`config.mk`:
```
export PLATFORM = sky130hd
export DESIGN_NAME = unit_out_arbiter_flat
export DESIGN_NICKNAME = d
export VERILOG_FILES = /design/src/rtl/unit_out_arbiter_pkg.sv /design/src/rtl/unit_out_arbiter_if.sv /design/src/rtl/unit_out_arbiter_rr_pick.sv /design/src/rtl/unit_out_arbiter.sv /design/src/flat_wrapper.sv
export SDC_FILE = /design/constraint.sdc
export NUM_CORES = 1
export LEC_CHECK = 0
export ABC_AREA = 1
export ABC_CLOCK_PERIOD_IN_PS = 2420
export CAP_MARGIN = 20
export CORE_AREA = 10 10 103 105
export DETAILED_ROUTE_END_ITERATION = 10
export DIE_AREA = 0 0 113 115
export DONT_BUFFER_PORTS = 1
export REMOVE_ABC_BUFFERS = 1
export SLEW_MARGIN = 0
export SYNTH_ARGS = -nofsm -noshare
export SYNTH_HDL_FRONTEND = slang
export SYNTH_SLANG_ARGS = --single-unit
```
`constraint.sdc`:
```
create_clock -name CLK -period 2.42 [get_ports CLK]
set_input_delay 0.484 -clock CLK [delete_from_list [all_inputs] [get_ports CLK]]
set_output_delay 0.484 -clock CLK [all_outputs]
set_load 0.02 [all_outputs]
```
`src/rtl/unit_out_arbiter_pkg.sv`:
```
// Shared definitions for the unit output arbiter: FSM encodings, tag marker
// and header length field position.
package unit_out_arbiter_pkg;

    localparam int N_UNITS_DEF       = 8;
    localparam int WIDTH_DEF         = 16;
    localparam int MAX_PKT_WORDS_DEF = 32;

    localparam logic [7:0] TAG_MARK = 8'hA5;

    // Body length lives in the low byte of the unit header word.
    localparam int LEN_LSB = 0;
    localparam int LEN_MSB = 7;
    localparam int LEN_W   = LEN_MSB - LEN_LSB + 1;

    typedef enum logic [2:0] {
        ST_IDLE = 3'd0,
        ST_TAG  = 3'd1,
        ST_HDR  = 3'd2,
        ST_BODY = 3'd3,
        ST_CSUM = 3'd4
    } state_t;

    // Width of an index into n items, never narrower than one bit.
    function automatic int idx_bits(input int n);
        return (n > 1) ? $clog2(n) : 1;
    endfunction

endpackage

```
`src/rtl/unit_out_arbiter_if.sv`:
```
// Unit read ports plus downstream FIFO write port of the unit output arbiter.
interface unit_out_arbiter_if
    import unit_out_arbiter_pkg::*;
#(
    parameter int N_UNITS = N_UNITS_DEF,
    parameter int WIDTH   = WIDTH_DEF
) ();

    logic [WIDTH*N_UNITS-1:0] unit_dout;
    logic [N_UNITS-1:0]       unit_empty;
    logic [N_UNITS-1:0]       unit_rd_en;
    logic [WIDTH-1:0]         dout;
    logic                     wr_en;
    logic                     full;
    logic                     busy;
    logic                     err;

    modport master (
        input  unit_dout, unit_empty, full,
        output unit_rd_en, dout, wr_en, busy, err
    );

    modport slave (
        output unit_dout, unit_empty, full,
        input  unit_rd_en, dout, wr_en, busy, err
    );

endinterface

```
`src/rtl/unit_out_arbiter_rr_pick.sv`:
```
// Combinational round-robin picker: lowest set request index strictly after
// ptr, wrapping to the lowest set index overall.
module unit_out_arbiter_rr_pick
    import unit_out_arbiter_pkg::*;
#(
    parameter int N     = N_UNITS_DEF,
    parameter int IDX_W = idx_bits(N)
) (
    input  logic [N-1:0]     req,
    input  logic [IDX_W-1:0] ptr,
    output logic [IDX_W-1:0] grant,
    output logic             valid
);

    logic [N-1:0] gt_mask_s;
    logic [N-1:0] hi_req_s;

    function automatic logic [IDX_W-1:0] lowest_set(input logic [N-1:0] v);
        logic [IDX_W-1:0] r;
        r = '0;
        for (int i = N - 1; i >= 0; i--) begin
            r = v[i] ? IDX_W'(i) : r;
        end
        return r;
    endfunction

    // Requests above the pointer take precedence over the wrapped ones.
    assign gt_mask_s = ({N{1'b1}} << ptr) << 1'b1;
    assign hi_req_s  = req & gt_mask_s;
    assign grant     = (|hi_req_s) ? lowest_set(hi_req_s) : lowest_set(req);
    assign valid     = |req;

endmodule

```
`src/rtl/unit_out_arbiter.sv`:
```
// Round-robin drain of whole unit packets into one output FIFO, each packet
// prefixed with a tag word. UNIT_OUT_CHECKSUM_EN appends an XOR checksum word.
module unit_out_arbiter
    import unit_out_arbiter_pkg::*;
#(
    parameter int N_UNITS       = N_UNITS_DEF,
    parameter int WIDTH         = WIDTH_DEF,
    parameter int MAX_PKT_WORDS = MAX_PKT_WORDS_DEF
) (
    input  logic               CLK,
    input  logic               RESET_N,
    input  logic               srst,
    unit_out_arbiter_if.master bus
);

    localparam int IDX_W = idx_bits(N_UNITS);

`ifdef UNIT_OUT_CHECKSUM_EN
    localparam state_t ST_DONE = ST_CSUM;
`else
    localparam state_t ST_DONE = ST_IDLE;
`endif

    state_t             state_r, state_n_s;
    logic [IDX_W-1:0]   sel_r, sel_n_s;
    logic [IDX_W-1:0]   rr_r, rr_n_s;
    logic [LEN_W-1:0]   cnt_r, cnt_n_s;
    logic               err_r, err_n_s;

    logic [IDX_W-1:0]   pick_s;
    logic               pick_valid_s;
    logic [N_UNITS-1:0] req_s;
    logic [N_UNITS-1:0] sel_onehot_s;
    logic [WIDTH-1:0]   unit_word_s;
    logic [WIDTH-1:0]   tag_s;
    logic [LEN_W-1:0]   len_s;
    logic               too_long_s;
    logic               xfer_s;

    logic [N_UNITS-1:0] rd_en_s;
    logic [WIDTH-1:0]   dout_s;
    logic               wr_en_s;

`ifdef UNIT_OUT_CHECKSUM_EN
    logic [WIDTH-1:0]   csum_r, csum_n_s;
`endif

    assign req_s = ~bus.unit_empty;

    unit_out_arbiter_rr_pick #(
        .N     (N_UNITS),
        .IDX_W (IDX_W)
    ) u_rr_pick (
        .req   (req_s),
        .ptr   (rr_r),
        .grant (pick_s),
        .valid (pick_valid_s)
    );

    assign unit_word_s  = bus.unit_dout[WIDTH*sel_r +: WIDTH];
    assign sel_onehot_s = N_UNITS'(1'b1) << sel_r;
    assign len_s        = unit_word_s[LEN_MSB:LEN_LSB];
    assign too_long_s   = (len_s > LEN_W'(MAX_PKT_WORDS));
    // A unit word moves only when the selected unit has data and the FIFO has room.
    assign xfer_s       = !bus.full && !bus.unit_empty[sel_r];

    // Tag word: marker byte on top, granted unit index in the low bits.
    always_comb begin
        tag_s                   = '0;
        tag_s[WIDTH-1 -: 8]     = TAG_MARK;
        tag_s[IDX_W-1:0]        = sel_r;
    end

    // Next-state and strobe decode; strobes are never raised during a stall.
    always_comb begin
        state_n_s = state_r;
        sel_n_s   = sel_r;
        rr_n_s    = rr_r;
        cnt_n_s   = cnt_r;
        err_n_s   = err_r;
        rd_en_s   = '0;
        wr_en_s   = 1'b0;
        dout_s    = '0;
        case (state_r)
            ST_IDLE: begin
                if (pick_valid_s) begin
                    sel_n_s   = pick_s;
                    rr_n_s    = pick_s;
                    state_n_s = ST_TAG;
                end else begin
                    state_n_s = ST_IDLE;
                end
            end
            ST_TAG: begin
                if (!bus.full) begin
                    wr_en_s   = 1'b1;
                    dout_s    = tag_s;
                    state_n_s = ST_HDR;
                end else begin
                    state_n_s = ST_TAG;
                end
            end
            ST_HDR: begin
                if (xfer_s) begin
                    rd_en_s = sel_onehot_s;
                    wr_en_s = 1'b1;
                    dout_s  = unit_word_s;
                    cnt_n_s = len_s;
                    if (len_s == '0) begin
                        state_n_s = ST_DONE;
                    end else begin
                        // Oversized packets are flagged but still forwarded intact.
                        err_n_s   = err_r | too_long_s;
                        state_n_s = ST_BODY;
                    end
                end else begin
                    state_n_s = ST_HDR;
                end
            end
            ST_BODY: begin
                if (xfer_s) begin
                    rd_en_s = sel_onehot_s;
                    wr_en_s = 1'b1;
                    dout_s  = unit_word_s;
                    cnt_n_s = cnt_r - LEN_W'(1'b1);
                    if (cnt_r == LEN_W'(1'b1)) begin
                        state_n_s = ST_DONE;
                    end else begin
                        state_n_s = ST_BODY;
                    end
                end else begin
                    state_n_s = ST_BODY;
                end
            end
`ifdef UNIT_OUT_CHECKSUM_EN
            ST_CSUM: begin
                if (!bus.full) begin
                    wr_en_s   = 1'b1;
                    dout_s    = csum_r;
                    state_n_s = ST_IDLE;
                end else begin
                    state_n_s = ST_CSUM;
                end
            end
`endif
            default: begin
                state_n_s = ST_IDLE;
            end
        endcase
    end

`ifdef UNIT_OUT_CHECKSUM_EN
    // Running XOR over every word written for the current packet.
    always_comb begin
        if (state_r == ST_IDLE) begin
            csum_n_s = '0;
        end else if (wr_en_s && (state_r != ST_CSUM)) begin
            csum_n_s = csum_r ^ dout_s;
        end else begin
            csum_n_s = csum_r;
        end
    end
`endif

    // State registers; rr_r starts at the last unit so unit 0 is granted first.
    always_ff @(posedge CLK or negedge RESET_N) begin
        if (!RESET_N) begin
            state_r <= ST_IDLE;
            sel_r   <= '0;
            rr_r    <= IDX_W'(N_UNITS - 1);
            cnt_r   <= '0;
            err_r   <= 1'b0;
`ifdef UNIT_OUT_CHECKSUM_EN
            csum_r  <= '0;
`endif
        end else if (srst) begin
            state_r <= ST_IDLE;
            sel_r   <= '0;
            rr_r    <= IDX_W'(N_UNITS - 1);
            cnt_r   <= '0;
            err_r   <= 1'b0;
`ifdef UNIT_OUT_CHECKSUM_EN
            csum_r  <= '0;
`endif
        end else begin
            state_r <= state_n_s;
            sel_r   <= sel_n_s;
            rr_r    <= rr_n_s;
            cnt_r   <= cnt_n_s;
            err_r   <= err_n_s;
`ifdef UNIT_OUT_CHECKSUM_EN
            csum_r  <= csum_n_s;
`endif
        end
    end

    assign bus.unit_rd_en = rd_en_s;
    assign bus.wr_en      = wr_en_s;
    assign bus.dout       = dout_s;
    assign bus.busy       = (state_r != ST_IDLE);
    assign bus.err        = err_r;

endmodule
```
`src/flat_wrapper.sv`:
```
// flat-port wrapper written by rule: the top's interface ports become plain ports
module unit_out_arbiter_flat import unit_out_arbiter_pkg::*;
#(
    parameter int N_UNITS       = N_UNITS_DEF,
    parameter int WIDTH         = WIDTH_DEF,
    parameter int MAX_PKT_WORDS = MAX_PKT_WORDS_DEF
)
  (CLK, RESET_N, srst, bus_unit_dout, bus_unit_empty, bus_full, bus_unit_rd_en, bus_dout, bus_wr_en, bus_busy, bus_err);
  unit_out_arbiter_if #(.N_UNITS(N_UNITS), .WIDTH(WIDTH)) bus_i ();
  input  logic CLK;
  input  logic RESET_N;
  input  logic srst;
  input wire logic [$bits(bus_i.unit_dout)-1:0] bus_unit_dout;
  input wire logic [$bits(bus_i.unit_empty)-1:0] bus_unit_empty;
  input wire logic [$bits(bus_i.full)-1:0] bus_full;
  output wire logic [$bits(bus_i.unit_rd_en)-1:0] bus_unit_rd_en;
  output wire logic [$bits(bus_i.dout)-1:0] bus_dout;
  output wire logic [$bits(bus_i.wr_en)-1:0] bus_wr_en;
  output wire logic [$bits(bus_i.busy)-1:0] bus_busy;
  output wire logic [$bits(bus_i.err)-1:0] bus_err;
  assign bus_i.unit_dout = bus_unit_dout;
  assign bus_i.unit_empty = bus_unit_empty;
  assign bus_i.full = bus_full;
  assign bus_unit_rd_en = bus_i.unit_rd_en;
  assign bus_dout = bus_i.dout;
  assign bus_wr_en = bus_i.wr_en;
  assign bus_busy = bus_i.busy;
  assign bus_err = bus_i.err;
  unit_out_arbiter #(.N_UNITS(N_UNITS), .WIDTH(WIDTH), .MAX_PKT_WORDS(MAX_PKT_WORDS)) u_core (.CLK(CLK), .RESET_N(RESET_N), .srst(srst), .bus(bus_i));
endmodule
```
Yosys cells after proc, flatten, opt, wreduce, memory -nomap -nowiden
Index checks and enable logic that the tools add are counted.

storage, ports and cells
  output and inout bits = 27
  input bits = 140
  flip-flop bits (word level) = 18
  word-level logic and storage cells = 85

operators by class
  magnitude comparators = 2
  muxes and demuxes = 47
  add/sub/neg operators = 1
  shifts and indexed selects = 3
  bitwise logic cells = 3
  reduce and logical (&&, ||, !) cells = 17
  equality and inequality tests = 7

operators with widths
  cell                   count
  $shiftx A128 B8 Y16    1
  $mux W3                22
  $mux W8                5
  $mux W16               2
  $pmux W16 S2           1
  $pmux W8 S2            1
  $reduce_or A8 Y1       2
  $pmux W3 S4            1
  $mux W2                5
  $and A8 B8 Y8          1
  $eq A8 B1 Y1 const B   1
  $gt A8 B6 Y1 const B   1
  $logic_not A8 Y1       1
  $mux W1                8
  $not A8 Y8             1
  $reduce_bool A2 Y1     4
  $shl A1 B3 Y8 const A  1
  $shl A8 B3 Y7 const A  1
  $sub A8 B1 Y8 const B  1
  $eq A3 B2 Y1 const B   2
  $ne A3 B2 Y1 const B   2
  $reduce_and A3 Y1      2
  $reduce_bool A3 Y1     2
  $lt A3 B4 Y1 const B   1
  other kinds (10)       11

Logic depth before layout (Yosys ltp)
  depth in word-level cells = 14
  mapped depth = 14
  depth with buffers taken out = 13

Hierarchy
From an unflattened synthesis, not the netlist that was laid out.

unflattened totals
  cells, all modules = 490
  area, all modules = 2715.1 sq um

modules (own cells, without submodules)
  module                    area an instance (sq um)  instances  sequential area each (sq um)  cells each
  unit_out_arbiter          2433.6                    1          429.2                         425
  unit_out_arbiter_rr_pick  281.5                     1          0.0                           65

Least setup slack after synthesis
No wires, ideal clock.

  kind = reg-to-output
  start point = reg u_core.sel_r[1]
  end point = out bus_dout[0]
  arrival = 1.614 ns
  cell stages (with the launch flop) = 13
  path slack = 0.322 ns
  data required time = 1.936 ns
  buffers on the path = 2
  cell sequence = dfrtp_1 > buf_6 > nand2_4 > inv_2 > nand2_1 > nand2_1 > nand3b_4 > nand2_2 > nand2_2 > inv_2 > nand2_2 > buf_6 > o22ai_1

between the ends
  cells in the longest elaborated chain, start to end = 6
  elaborated cells on any way between the ends = 7
  classes of those cells = 1 x shift; 4 x mux; 2 x reduce/logical

RTL lines
  item                                                                         RTL line                                          source
  start, declared                                                              unit_out_arbiter.sv:25                            logic [IDX_W-1:0] sel_r, sel_n_s;
  start signal, assigned                                                       unit_out_arbiter.sv:187                           sel_r <= sel_n_s;
  parallel branches: the longest is 4 deep, another holds $shiftx A128 B8 Y16  --
  $mux W16 *                                                                   unit_out_arbiter.sv:104, unit_out_arbiter.sv:121
  $pmux W16 S2 *                                                               unit_out_arbiter.sv:84                            case (state_r)
  end, declared                                                                flat_wrapper.sv:17                                output wire logic [$bits(bus_i.dout)-1:0] bus_dout;

Every way passes the cells marked *. The select of a mux whose other input is x is not followed.

Worst setup path in the final report
  start point = reg u_core.sel_r[0]
  end point = out bus_dout[9]

Same word-level chain as after synthesis.

==> reports/qor.csv <==
stage;metric;value;unit
synth;synthTopCellsByArea;nand2_1 (28%), dfrtp_1 (14%), o22ai_1 (7.5%);
worst_setup_path;end_kind;primary output;
timing;rsz0062_at_grt;yes;
outcome;outcome;finished, violations left;
outcome;violations;setup timing;
power;peakVddDrop;555;uV
timing;timing.fmax;411;MHz
worst_setup_path;critical_path_arrival;1950;ps
clock_network;clkSinkCount;17;
floorplanning;design.portCount;167;
placement;dp_cells;588;
finish;nets;652;
placement;routabilityCongestion;0.876;
global_route;first_global_vias;3123;
global_route;grt-ovfl-total;0;
floorplanning;floorplan.initialDensity;29.4;%
worst_setup_path;crit_fanout;7;
clock_network;cts_tree;yes;
synth;syn_area_per_cell;5.37;sq um
clock_network;clock_latency;260;ps
synth;synth.cell_area;2510;sq um
synth;synth_edf_count;0;
drt;drtIter0Drc;204;
drt;dr.pass1.iters;5;
global_route;grt_util_all_layers;15.0;%
finish;final_area;3360;sq um
clock_network;numCtsBuffers;3;
worst_setup_path;path_cells;buf_6 -> nor2_4 -> buf_4 -> clkinvlp_4 -> buf_4 -> o22ai_1 -> o21ai_0 -> nand2_1 -> nor2_4;
timing;hold_viol;0;
floorplanning;core_area;8550;sq um
clock_network;path_clk_slew;80;ps
floorplanning;die_h;115;microns
placement;numPortBuffers;0;
synth;yosys_most_used_dff;dfrtp_1;
power;powerDensity;925;nW/um^2
synth;ys_ff_latch;17;
drt;via_count;3347;
drt;vias_per_cell;5.42;
floorplanning;die_x;113;microns
timing;setup_viol;3;
synth;async_flop_share;100;%
timing;slew_viol_final;0;
hold_path;hp-class;input port to async pin;
drt;wl;11300;microns
power;total_leakage_power;1.64;nW
timing;fin_crit;2440;ps
timing;slew_headroom;53.7;%
flow_run;maxCapViolCount;0;
timing;skew;6.89;ps
global_route;grt_max_degree;32;
clock_network;h-tree-depth;1;
clock_network;cts_root_buffer;clkbuf_8;
global_route;grt_pass1_wl;16200;microns
timing;fin_crit_sh;101;%
worst_setup_path;crit_path_max_incr_delay;410;ps
drt;drc;0;
worst_setup_path;crit_buf_inv;4;
synth;yosys.area.top_type;nand2_1;
global_route;grt_antenna_before_repair;0;
synth;synth_warnings;0;
finish;finalNonFillerCells;617;
placement;placed_area;2800;sq um
worst_setup_path;required;1940;ps
drt;ant_nets;0;
drt;routedWlPerCell;18.3;microns
clock_network;clk_path_buf_depth;2;
worst_setup_path;critPathTopFamily;buffers and inverters;
worst_setup_path;slowest_stage;dfrtp_1;
synth;synth_top_area_share;28.4;%
synth;yosysSeqAreaShare;17.1;%
finish;drive_gt1_share;21.2;%
synth;syn_inst;468;
finish;fillerInstances;919;
synth;ys_types;33;
finish;n_antenna_cell;0;
worst_setup_path;start_kind;register;
timing;worst_slack;-15.3;ps
placement;dp_hpwl;8580;microns
synth;yosysMostFrequentCell;nand2_1;
synth;synth_commonest_cells;nand2_1 (190), nor2_1 (47), inv_1 (35), nand3_1 (32);
finish;syn_to_final_growth;33.6;%
floorplanning;die_area;13000;sq um
floorplanning;num_rows;34;
worst_setup_path;critPathKind;register to primary output;
timing;worst-slew-pin-transition;692;ps
[sequential cells by signal, indices dropped and copies added (netlist names)]
name	count
u_core.sel_r	3
u_core.state_r	2
u_core.bus.err	1
u_core.cnt_r	8
u_core.rr_r	3
[layout make-up]
class	instances	area (sq um)	area share (%)
clock inverters	1	7.51	0.223
repair inverters	3	20.0	0.596
flip-flops and latches	17	430	12.8
repair buffers	54	551	16.4
multi-input cells	390	1990	59.2
clock buffers	3	41.3	1.23
well taps	108	135	4.02
inverters	41	185	5.51
[power by group]
group / leakage, nW / switching (mW) / total, mW / internal (mW)
logic: 1.39 / 1.54 / 2.45 / 0.915
clock network: 0.0217 / 0.110 / 0.226 / 0.116
registers: 0.221 / 0.0756 / 0.428 / 0.352
total: 1.64 / 1.72 / 3.11 / 1.38
[placed cells by master (no fill, tap or decap), types with 2 or more instances in the layout]
cell type / n
ha_1: 2
nor2_2: 4
nand3_1: 32
a22oi_1: 4
dfrtp_1: 13
o22ai_1: 22
o21ai_0: 28
inv_1: 32
clkinvlp_4: 6
a21oi_1: 16
nand2_1: 188
o221ai_1: 3
o21ai_1: 9
nand4_1: 3
nor2_4: 11
nor4_1: 2
buf_6: 18
nor3_1: 3
dfstp_2: 3
o21bai_1: 3
o21ai_2: 2
o22ai_2: 7
clkbuf_8: 3
nor2_1: 36
buf_12: 3
nand2_2: 2
inv_2: 2
buf_4: 30
inv_4: 3
nand2_4: 4
[metal layers]
| layer | track usage (%) | wire length, microns | vias up |
|---|---|---|---|
| met2 | 26.1 | 5390 | 198 |
| met4 | 2.28 | 156 | 0 |
| met3 | 5.21 | 1290 | 14 |
| li1 | - | - | 1622 |
| met5 | 0 | 0 | - |
| met1 | 17.7 | 4430 | 1513 |
[worst paths after layout]
path / from / endpoint / slack, ps / cells past startpoint
min reg2reg: u_core.rr_r[0] / u_core.rr_r[0] / 520 / 2
min: RESET_N / u_core.rr_r[0] / 60 / 0
max reg2reg: u_core.sel_r[1] / u_core.cnt_r[5] / 460 / 13
max: u_core.sel_r[0] / bus_dout[9] / -20 / 9
min in group CLK: srst / u_core.bus.err / 280 / 1
max in group asynchronous: RESET_N / u_core.sel_r[2] / 1230 / 1
[metrics by stage]
stage          utilization, %  power (mW)  hold WS [ps]  setup slack (ps)  TNS, ps
2_1_floorplan               -        1.77           188              -336    -6530
3_3_place_gp             32.8        2.29           190               165        0
3_5_place_dp             32.8        2.34           190               130        0
4_1_cts                  35.4        2.77          52.5             0.209        0
5_1_grt                  39.3        3.38          37.1             -91.4     -886
6_report                 39.3        3.11          57.9             -15.3    -21.7
[logic make-up (layout without fill, tap and decap cells)]
| logic type | Yosys count | after routing | synth area share (%) |
|---|---|---|---|
| simple gates | 289 | 290 | 48.5 |
| compound gates | 98 | 98 | 22.3 |
| buf+inv | 62 | 102 | 11.1 |
| flops | 17 | 17 | 17.1 |
| fa+ha+maj | 2 | 2 | 0.995 |
[what timing repair did]
action                                  in CTS  in global routing
endpoints found under the setup margin      25                 25
gates cloned                                 2                  4
hold endpoints to repair                    14                  0
resized for setup                           19                 54
setup buffers                                8                 10
hold buffers                                 1                  0
pin swaps                                    4                  9
[worst reg2reg max path: stages, from the launching register on]
cell and delay [ps]:
dfrtp_1 400, buf_12 160, nand2_4 80, inv_4 40
nand2_1 50, nand4_1 160, nand2_4 130, nand2_4 70
inv_4 80, nand2_8 70, buf_16 160, buf_4 150
nand2_1 170, o22ai_1 110
Note: power is estimated with default switching activity, not from simulation.
